File: src/rtl/alu_seq.sv
// Sequential ALU with a valid/ready request and response handshake.
// Multiply is iterative shift-add; all other ops complete in one cycle.
module alu_seq #(
  parameter int unsigned WIDTH      = 32,
  parameter int unsigned SIGNED_CMP = 0
) (
  input  logic             clk,
  input  logic             rst_n,
  input  logic             in_valid,
  output logic             in_ready,
  input  logic [WIDTH-1:0] ip_0,
  input  logic [WIDTH-1:0] ip_1,
  input  logic [2:0]       opcode,
  output logic             out_valid,
  input  logic             out_ready,
  output logic [WIDTH-1:0] op_0,
  output logic             change_pc,
  output logic [2:0]       flags
);

  localparam logic [2:0] OpAdd = 3'd0;
  localparam logic [2:0] OpSub = 3'd1;
  localparam logic [2:0] OpBeq = 3'd2;
  localparam logic [2:0] OpBlt = 3'd3;
  localparam logic [2:0] OpAnd = 3'd4;
  localparam logic [2:0] OpOr  = 3'd5;
  localparam logic [2:0] OpMul = 3'd6;
  localparam logic [2:0] OpXor = 3'd7;

  localparam int unsigned    CntW    = $clog2(WIDTH);
  localparam logic [CntW-1:0] CntLast = CntW'(WIDTH - 1);

  typedef enum logic [1:0] {StIdle, StMul, StResp} state_e;

  state_e              state_q;
  logic [2*WIDTH-1:0]  mcand_q;
  logic [WIDTH-1:0]    mplier_q;
  logic [2*WIDTH-1:0]  acc_q;
  logic [CntW-1:0]     cnt_q;

  // Single-cycle datapath, evaluated on the captured-at-accept inputs.
  logic [WIDTH:0]      sum_ext;
  logic [WIDTH:0]      diff_ext;
  logic                add_ovf;
  logic                sub_ovf;
  logic                less;
  logic [WIDTH-1:0]    alu_res;
  logic                alu_c;
  logic                alu_v;
  logic                alu_cpc;
  logic [2*WIDTH-1:0]  acc_nxt;

  assign sum_ext  = {1'b0, ip_0} + {1'b0, ip_1};
  assign diff_ext = {1'b0, ip_0} - {1'b0, ip_1};
  assign add_ovf  = (ip_0[WIDTH-1] == ip_1[WIDTH-1]) && (sum_ext[WIDTH-1] != ip_0[WIDTH-1]);
  assign sub_ovf  = (ip_0[WIDTH-1] != ip_1[WIDTH-1]) && (diff_ext[WIDTH-1] != ip_0[WIDTH-1]);
  // Signed less-than is the difference sign corrected by overflow.
  assign less     = (SIGNED_CMP != 0) ? (diff_ext[WIDTH-1] ^ sub_ovf) : diff_ext[WIDTH];

  always_comb begin
    alu_res = '0;
    alu_c   = 1'b0;
    alu_v   = 1'b0;
    alu_cpc = 1'b0;
    unique case (opcode)
      OpAdd: begin
        alu_res = sum_ext[WIDTH-1:0];
        alu_c   = sum_ext[WIDTH];
        alu_v   = add_ovf;
      end
      OpSub, OpBeq, OpBlt: begin
        alu_res = diff_ext[WIDTH-1:0];
        alu_c   = diff_ext[WIDTH];
        alu_v   = sub_ovf;
        if (opcode == OpBeq) alu_cpc = (ip_0 == ip_1);
        if (opcode == OpBlt) alu_cpc = less;
      end
      OpAnd: alu_res = ip_0 & ip_1;
      OpOr:  alu_res = ip_0 | ip_1;
      OpXor: alu_res = ip_0 ^ ip_1;
      default: alu_res = '0;
    endcase
  end

  assign acc_nxt  = acc_q + (mplier_q[0] ? mcand_q : '0);
  assign in_ready = (state_q == StIdle);

  always_ff @(posedge clk or negedge rst_n) begin
    if (!rst_n) begin
      state_q   <= StIdle;
      out_valid <= 1'b0;
      op_0      <= '0;
      change_pc <= 1'b0;
      flags     <= '0;
      mcand_q   <= '0;
      mplier_q  <= '0;
      acc_q     <= '0;
      cnt_q     <= '0;
    end else begin
      unique case (state_q)
        StIdle: begin
          if (in_valid) begin
            if (opcode == OpMul) begin
              mcand_q  <= {{WIDTH{1'b0}}, ip_0};
              mplier_q <= ip_1;
              acc_q    <= '0;
              cnt_q    <= '0;
              state_q  <= StMul;
            end else begin
              op_0      <= alu_res;
              flags     <= {(alu_res == '0), alu_c, alu_v};
              change_pc <= alu_cpc;
              out_valid <= 1'b1;
              state_q   <= StResp;
            end
          end
        end
        StMul: begin
          acc_q    <= acc_nxt;
          mcand_q  <= mcand_q << 1;
          mplier_q <= mplier_q >> 1;
          cnt_q    <= cnt_q + CntW'(1);
          // Last partial product folds straight into the registered result.
          if (cnt_q == CntLast) begin
            op_0      <= acc_nxt[WIDTH-1:0];
            flags     <= {~|acc_nxt[WIDTH-1:0], |acc_nxt[2*WIDTH-1:WIDTH], 1'b0};
            change_pc <= 1'b0;
            out_valid <= 1'b1;
            cnt_q     <= '0;
            state_q   <= StResp;
          end
        end
        StResp: begin
          if (out_ready) begin
            out_valid <= 1'b0;
            state_q   <= StIdle;
          end
        end
        default: state_q <= StIdle;
      endcase
    end
  end

endmodule

File: config.mk
export PLATFORM = sky130hd
export DESIGN_NAME = alu_seq
export DESIGN_NICKNAME = d
export VERILOG_FILES = /design/src/rtl/alu_seq.sv
export SDC_FILE = /design/constraint.sdc
export NUM_CORES = 1
export LEC_CHECK = 0
export CORE_MARGIN = 8
export CORE_UTILIZATION = 25
export DETAILED_ROUTE_END_ITERATION = 6
export GPL_TIMING_DRIVEN = 0
export MAX_ROUTING_LAYER = met4
export PLACE_DENSITY = 0.41
export SLEW_MARGIN = 20
export SYNTH_ARGS = -nofsm -noshare
export SYNTH_HDL_FRONTEND = slang
export SYNTH_SLANG_ARGS = --single-unit
File: constraint.sdc
create_clock -name clk -period 5.1 [get_ports clk]
set_input_delay 1.02 -clock clk [delete_from_list [all_inputs] [get_ports clk]]
set_output_delay 1.02 -clock clk [all_outputs]
set_load 0.01 [all_outputs]
Word level (Yosys, flattened, before mapping) --
Index checks and enable logic that the tools add are counted.
Word-level totals: bits in registers 204, input bits 71, output and inout port bits 38, logic and storage cells 93
Cells by class: add/sub/neg operators 4, equal/unequal tests 20, mux-type cells 42, bitwise gates (word level) 3, reduce and logical (&&, ||, !) cells 15
Operators with widths (count):
- 64-bit 2-to-1 mux | 5
- 64-bit case mux with 2 select lines | 2
- 32-bit 2-to-1 mux | 5
- 32-bit case mux with 5 select lines | 1
- 32-bit case mux with 2 select lines | 2
- 64-bit adder | 1
- 32-bit OR reduction | 2
- 32-bit by 32-bit adder with 33-bit output | 1
- 32-bit by 32-bit subtractor with 33-bit output | 1
- 32-bit bitwise AND | 1
- 32-bit equality test | 1
- 32-bit zero test | 1
- 32-bit bitwise OR | 1
- 32-bit XOR | 1
- 5-bit 2-to-1 mux | 3
- 3-bit equality test (second input constant) | 4
- 1-bit 2-to-1 mux | 10
- 5-bit case mux with 2 select lines | 1
- 3-bit 2-to-1 mux | 3
- 2-bit 2-to-1 mux | 4
- 2-bit inequality test (second input constant) | 4
- 3-bit by 2-bit equality test with 1-bit output (second input constant) | 2
- 1-bit case mux with 2 select lines | 3
- 2-bit case mux with 3 select lines | 1
- 20 further kinds | 24

Longest topological paths before layout --
depth after elaboration 7, gate-level depth with buffers 17

Worst setup path after synthesis --
No wires, ideal clock.
path type register to register, start register mplier_q[0], end register flags[2], data arrival time 4472 ps, path slack 554 ps, stages on the path, launching flop included 17, cells stage by stage dfrtp_1 > clkbuf_1 > and2_1 > ha_1 > fa_1 > a21o_1 > a21oi_1 > xnor2_1 > or4_1 > or3_1 > or4_1 > or4_1 > or4_1 > or4b_1 > nor4_1 > a22oi_1 > o21ai_2
On the way: word-level cells in the longest chain between the ends 6
Ends and longest elaborated chain:
- start, declared | line 37 | logic [WIDTH-1:0] mplier_q;
- start signal, assigned | line 105 | mplier_q <= ip_1;
- start signal, assigned | line 121 | mplier_q <= mplier_q >> 1;
- 64-bit 2-to-1 mux | line 85 | assign acc_nxt = acc_q + (mplier_q[0] ? mcand_q : '0);
- 64-bit adder | line 85
- 32-bit OR reduction | line 126 | flags <= {~|acc_nxt[WIDTH-1:0], |acc_nxt[2*WIDTH-1:WIDTH], 1'b0};
- 1-bit zero test | line 126
- 3-bit 2-to-1 mux | line 124 | if (cnt_q == CntLast) begin
- 3-bit case mux with 2 select lines | line 100 | unique case (state_q)
- end signal, assigned | line 111 | flags <= {(alu_res == '0), alu_c, alu_v};
- end signal, assigned | line 126
- end, declared | line 18 | output logic [2:0] flags
No other way between the ends. The select of a mux whose other input is x is not followed. A chain may end at the register's enable or synchronous reset.

Final worst setup path --
Ends and elaborated chain as after synthesis.

==> results.py <==
metrics = {
    "outcome": {
        "status": "completed",
    },
    "critical_path": {
        "cp.arrival_ps": 5570,
        "start_kind": "flip-flop",
        "critPathCaptureType": "flip-flop",
        "crit_path_max_fanout": 10,
        "critical_path_class": "reg -> reg",
        "critPathRequiredTime_ps": 5620,
    },
    "layout": {
        "final_util": 0.301,
        "drive_gt1_frac": 0.0491,
        "fillers": 7799,
        "layout.nets": 2686,
        "diodes": 0,
        "area_delta_synth_final_pct": 19.5,
    },
    "synthesis": {
        "synth_area_sq_um": 18000,
        "synthFlopType": "dfrtp_1",
        "synth-edff-count": 0,
        "syn_inst": 2301,
        "synth.area.top_cells": "dfrtp_1 (28%), ha_1 (12%), nand2_1 (6.6%)",
        "synth_top_area_cell": "dfrtp_1",
        "yosys_warnings": 0,
        "yosys-top-cells-count": "nand2_1 (317), nor2_1 (207), dfrtp_1 (204), a21oi_1 (175), ha_1 (169)",
        "synth_most_common_cell": "nand2_1",
        "yosysSeqAreaShare": 0.284,
        "ys_seq_elements": 204,
        "syn_nets": 2544,
        "synth_cell_types": 79,
        "avgSynthCellArea_sq_um": 7.82,
        "yosysTopAreaCellShare": 0.284,
        "synth-async-reset-ratio": 1.00,
    },
    "clocking": {
        "cts_tree": "yes",
        "cts-buffers-inserted": 28,
        "clk_pin_slew_ps": 60,
        "clockBufferDepth": 3,
        "clk_latency_ps": 590,
        "root_buffer": "clkbuf_16",
        "cts_hold_buf": 0,
        "clock-sinks": 204,
        "cts.htree.levels": 1,
    },
    "hold_path": {
        "hp-class": "in -> async",
    },
    "global_routing": {
        "grt.overflow.total": 0,
        "grt_use_total": 0.195,
        "grt_max_degree": 77,
        "antenna_found_initial": 0,
        "grt_pass1_wl_mm": 120,
        "grt_pass1_vias": 18500,
    },
    "die": {
        "start_util": 0.252,
        "die_y_um": 284,
        "dieWidth_um": 284,
        "core_area_sq_um": 71400,
        "pin_count": 109,
        "rows": 98,
        "dieArea_sq_um": 80800,
    },
    "sta": {
        "min_period_over_period": 0.991,
        "fin_setup_tns_ps": 0,
        "min_period_ps": 5060,
        "fmax_mhz": 198,
        "worst_pin_slew_ps": 1130,
        "setup_violations": 0,
        "drv_slew": 0,
        "clock_skew_ps": 25.1,
        "slew_headroom": 0.249,
        "final_hold_viol_count": 0,
    },
    "pwr": {
        "p_seq_frac": 0.278,
        "p_comb_frac": 0.507,
        "power.total_w": 0.00932,
        "p_per_area_nw_per_um2": 433,
        "p_sw_w": 0.00422,
        "clkPwrFrac": 0.215,
        "worst_ir_drop_vdd_mv": 0.359,
        "internal-power_w": 0.00510,
        "p_sw_frac": 0.453,
        "leakage_nw": 9.72,
    },
    "flow_run": {
        "cap_violations": 0,
    },
    "drt": {
        "wl_mm": 79.9,
        "vias": 17900,
        "viasPerCell": 5.25,
        "first_iter_violations": 1282,
        "final_antenna_net_count": 0,
        "first_pass_iters": 5,
        "route.detailed.wl_per_inst_um": 23.4,
        "drc": 0,
    },
    "place": {
        "portBuffers": 107,
        "gp_congestion": 0.894,
        "hpwl_mm": 64.2,
    },
}
cell type report:
| cell class | instances | area (sq um) | area share |
|---|---|---|---|
| Clock inverter | 12 | 123 | 0.00570 |
| Multi-Input combinational cell | 1825 | 12100 | 0.561 |
| Clock buffer | 37 | 786 | 0.0365 |
| Timing Repair Buffer | 118 | 1210 | 0.0562 |
| Buffer | 143 | 558 | 0.0259 |
| Tap cell | 950 | 1190 | 0.0552 |
| Sequential cell | 204 | 5110 | 0.237 |
| Inverter | 123 | 462 | 0.0215 |
metal layers:
layer / up-vias / track usage / wire length [um]
met2: 441 / 0.337 / 39300
met5: - / - / 0
li1: 8557 / - / -
met1: 8807 / 0.251 / 36100
met4: 0 / 0.0363 / 1580
met3: 91 / 0.0176 / 2960
power groups by stage:
stage	registers (W)	logic (W)	clock network [W]
floorplan	0.00249	0.00293	0
global placement	0.00260	0.00463	0
detailed placement	0.00260	0.00464	0
CTS	0.00259	0.00472	0.00207
global route	0.00266	0.00519	0.00212
finish	0.00259	0.00473	0.00200
critical path, stage by stage, from the launching register on:
cell,delay (ps)
dfrtp_4,520
buf_4,190
and2_1,190
fa_1,420
a21o_1,220
a21oi_1,170
xnor2_1,110
or4_1,510
or3_1,330
or4_4,450
or4_1,450
or4_1,430
or4b_4,510
nor4_4,260
a22oi_1,130
o21ai_2,90
final timing paths:
check                            start            to  slack (ps)  cells after the start
max                        mplier_q[0]      flags[2]          40                     15
min                              rst_n   mcand_q[58]         370                      1
max reg2reg                mplier_q[0]      flags[2]          40                     15
min reg2reg                   op_0[25]      op_0[25]         490                      2
max in group asynchronous        rst_n  mplier_q[12]        3890                      2
min in group clk              op_0[25]      op_0[25]         490                      2
layout by cell type (no fill, tap or decap), types with 22 or more instances in the layout:
cell	count
a21oi_1	173
nand4_1	32
o31ai_1	22
nand2_1	317
a22o_1	83
xnor2_1	55
nand3_1	25
inv_1	121
and2_1	65
a31oi_1	98
dfrtp_1	203
nor3_1	25
clkbuf_1	119
xor2_1	28
nor4_1	24
ha_1	169
a21o_1	63
mux2i_1	31
clkbuf_16	29
nor2_1	204
clkdlybuf4s50_1	105
o21ai_0	104
kinds of logic (layout without fill, tap and decap cells):
kind of cell | Yosys count | in the layout | synth area share
AOI/OAI and AO/OA | 740 | 740 | 0.274
xor gates and xnor gates | 83 | 83 | 0.0404
adders and majority gates | 172 | 172 | 0.121
buffers and inverters | 272 | 433 | 0.0570
DFF | 204 | 204 | 0.284
muxes | 40 | 40 | 0.0228
and+or+nand+nor | 790 | 790 | 0.202
state kept, by name, summed over array words and instances, names as in the netlist, 2 cells and up:
| register | flops |
|---|---|
| flags | 3 |
| mcand_q | 64 |
| state_q | 2 |
| op_0 | 32 |
| cnt_q | 5 |
| acc_q | 64 |
| mplier_q | 32 |
what timing repair did:
action | CTS | global route
gates cloned | 0 | 0
setup buffers | 4 | 4
endpoints found under the hold margin | 0 | 0
pin swaps | 3 | 5
gates resized for setup | 35 | 21
setup endpoints to repair | 8 | 5
per-stage QoR:
step	cell area, sq um	cells	setup WS [ps]	hold WS, ps
6_report	21500	3412	44.6	373
4_1_cts	21400	3413	15.3	361
5_1_grt	21500	3412	-11.7	391
2_1_floorplan	18000	2301	554	448
3_3_place_gp	20300	3358	-6540	466
3_5_place_dp	20300	3361	-1260	472
Note: power is estimated with default switching activity, not from simulation.
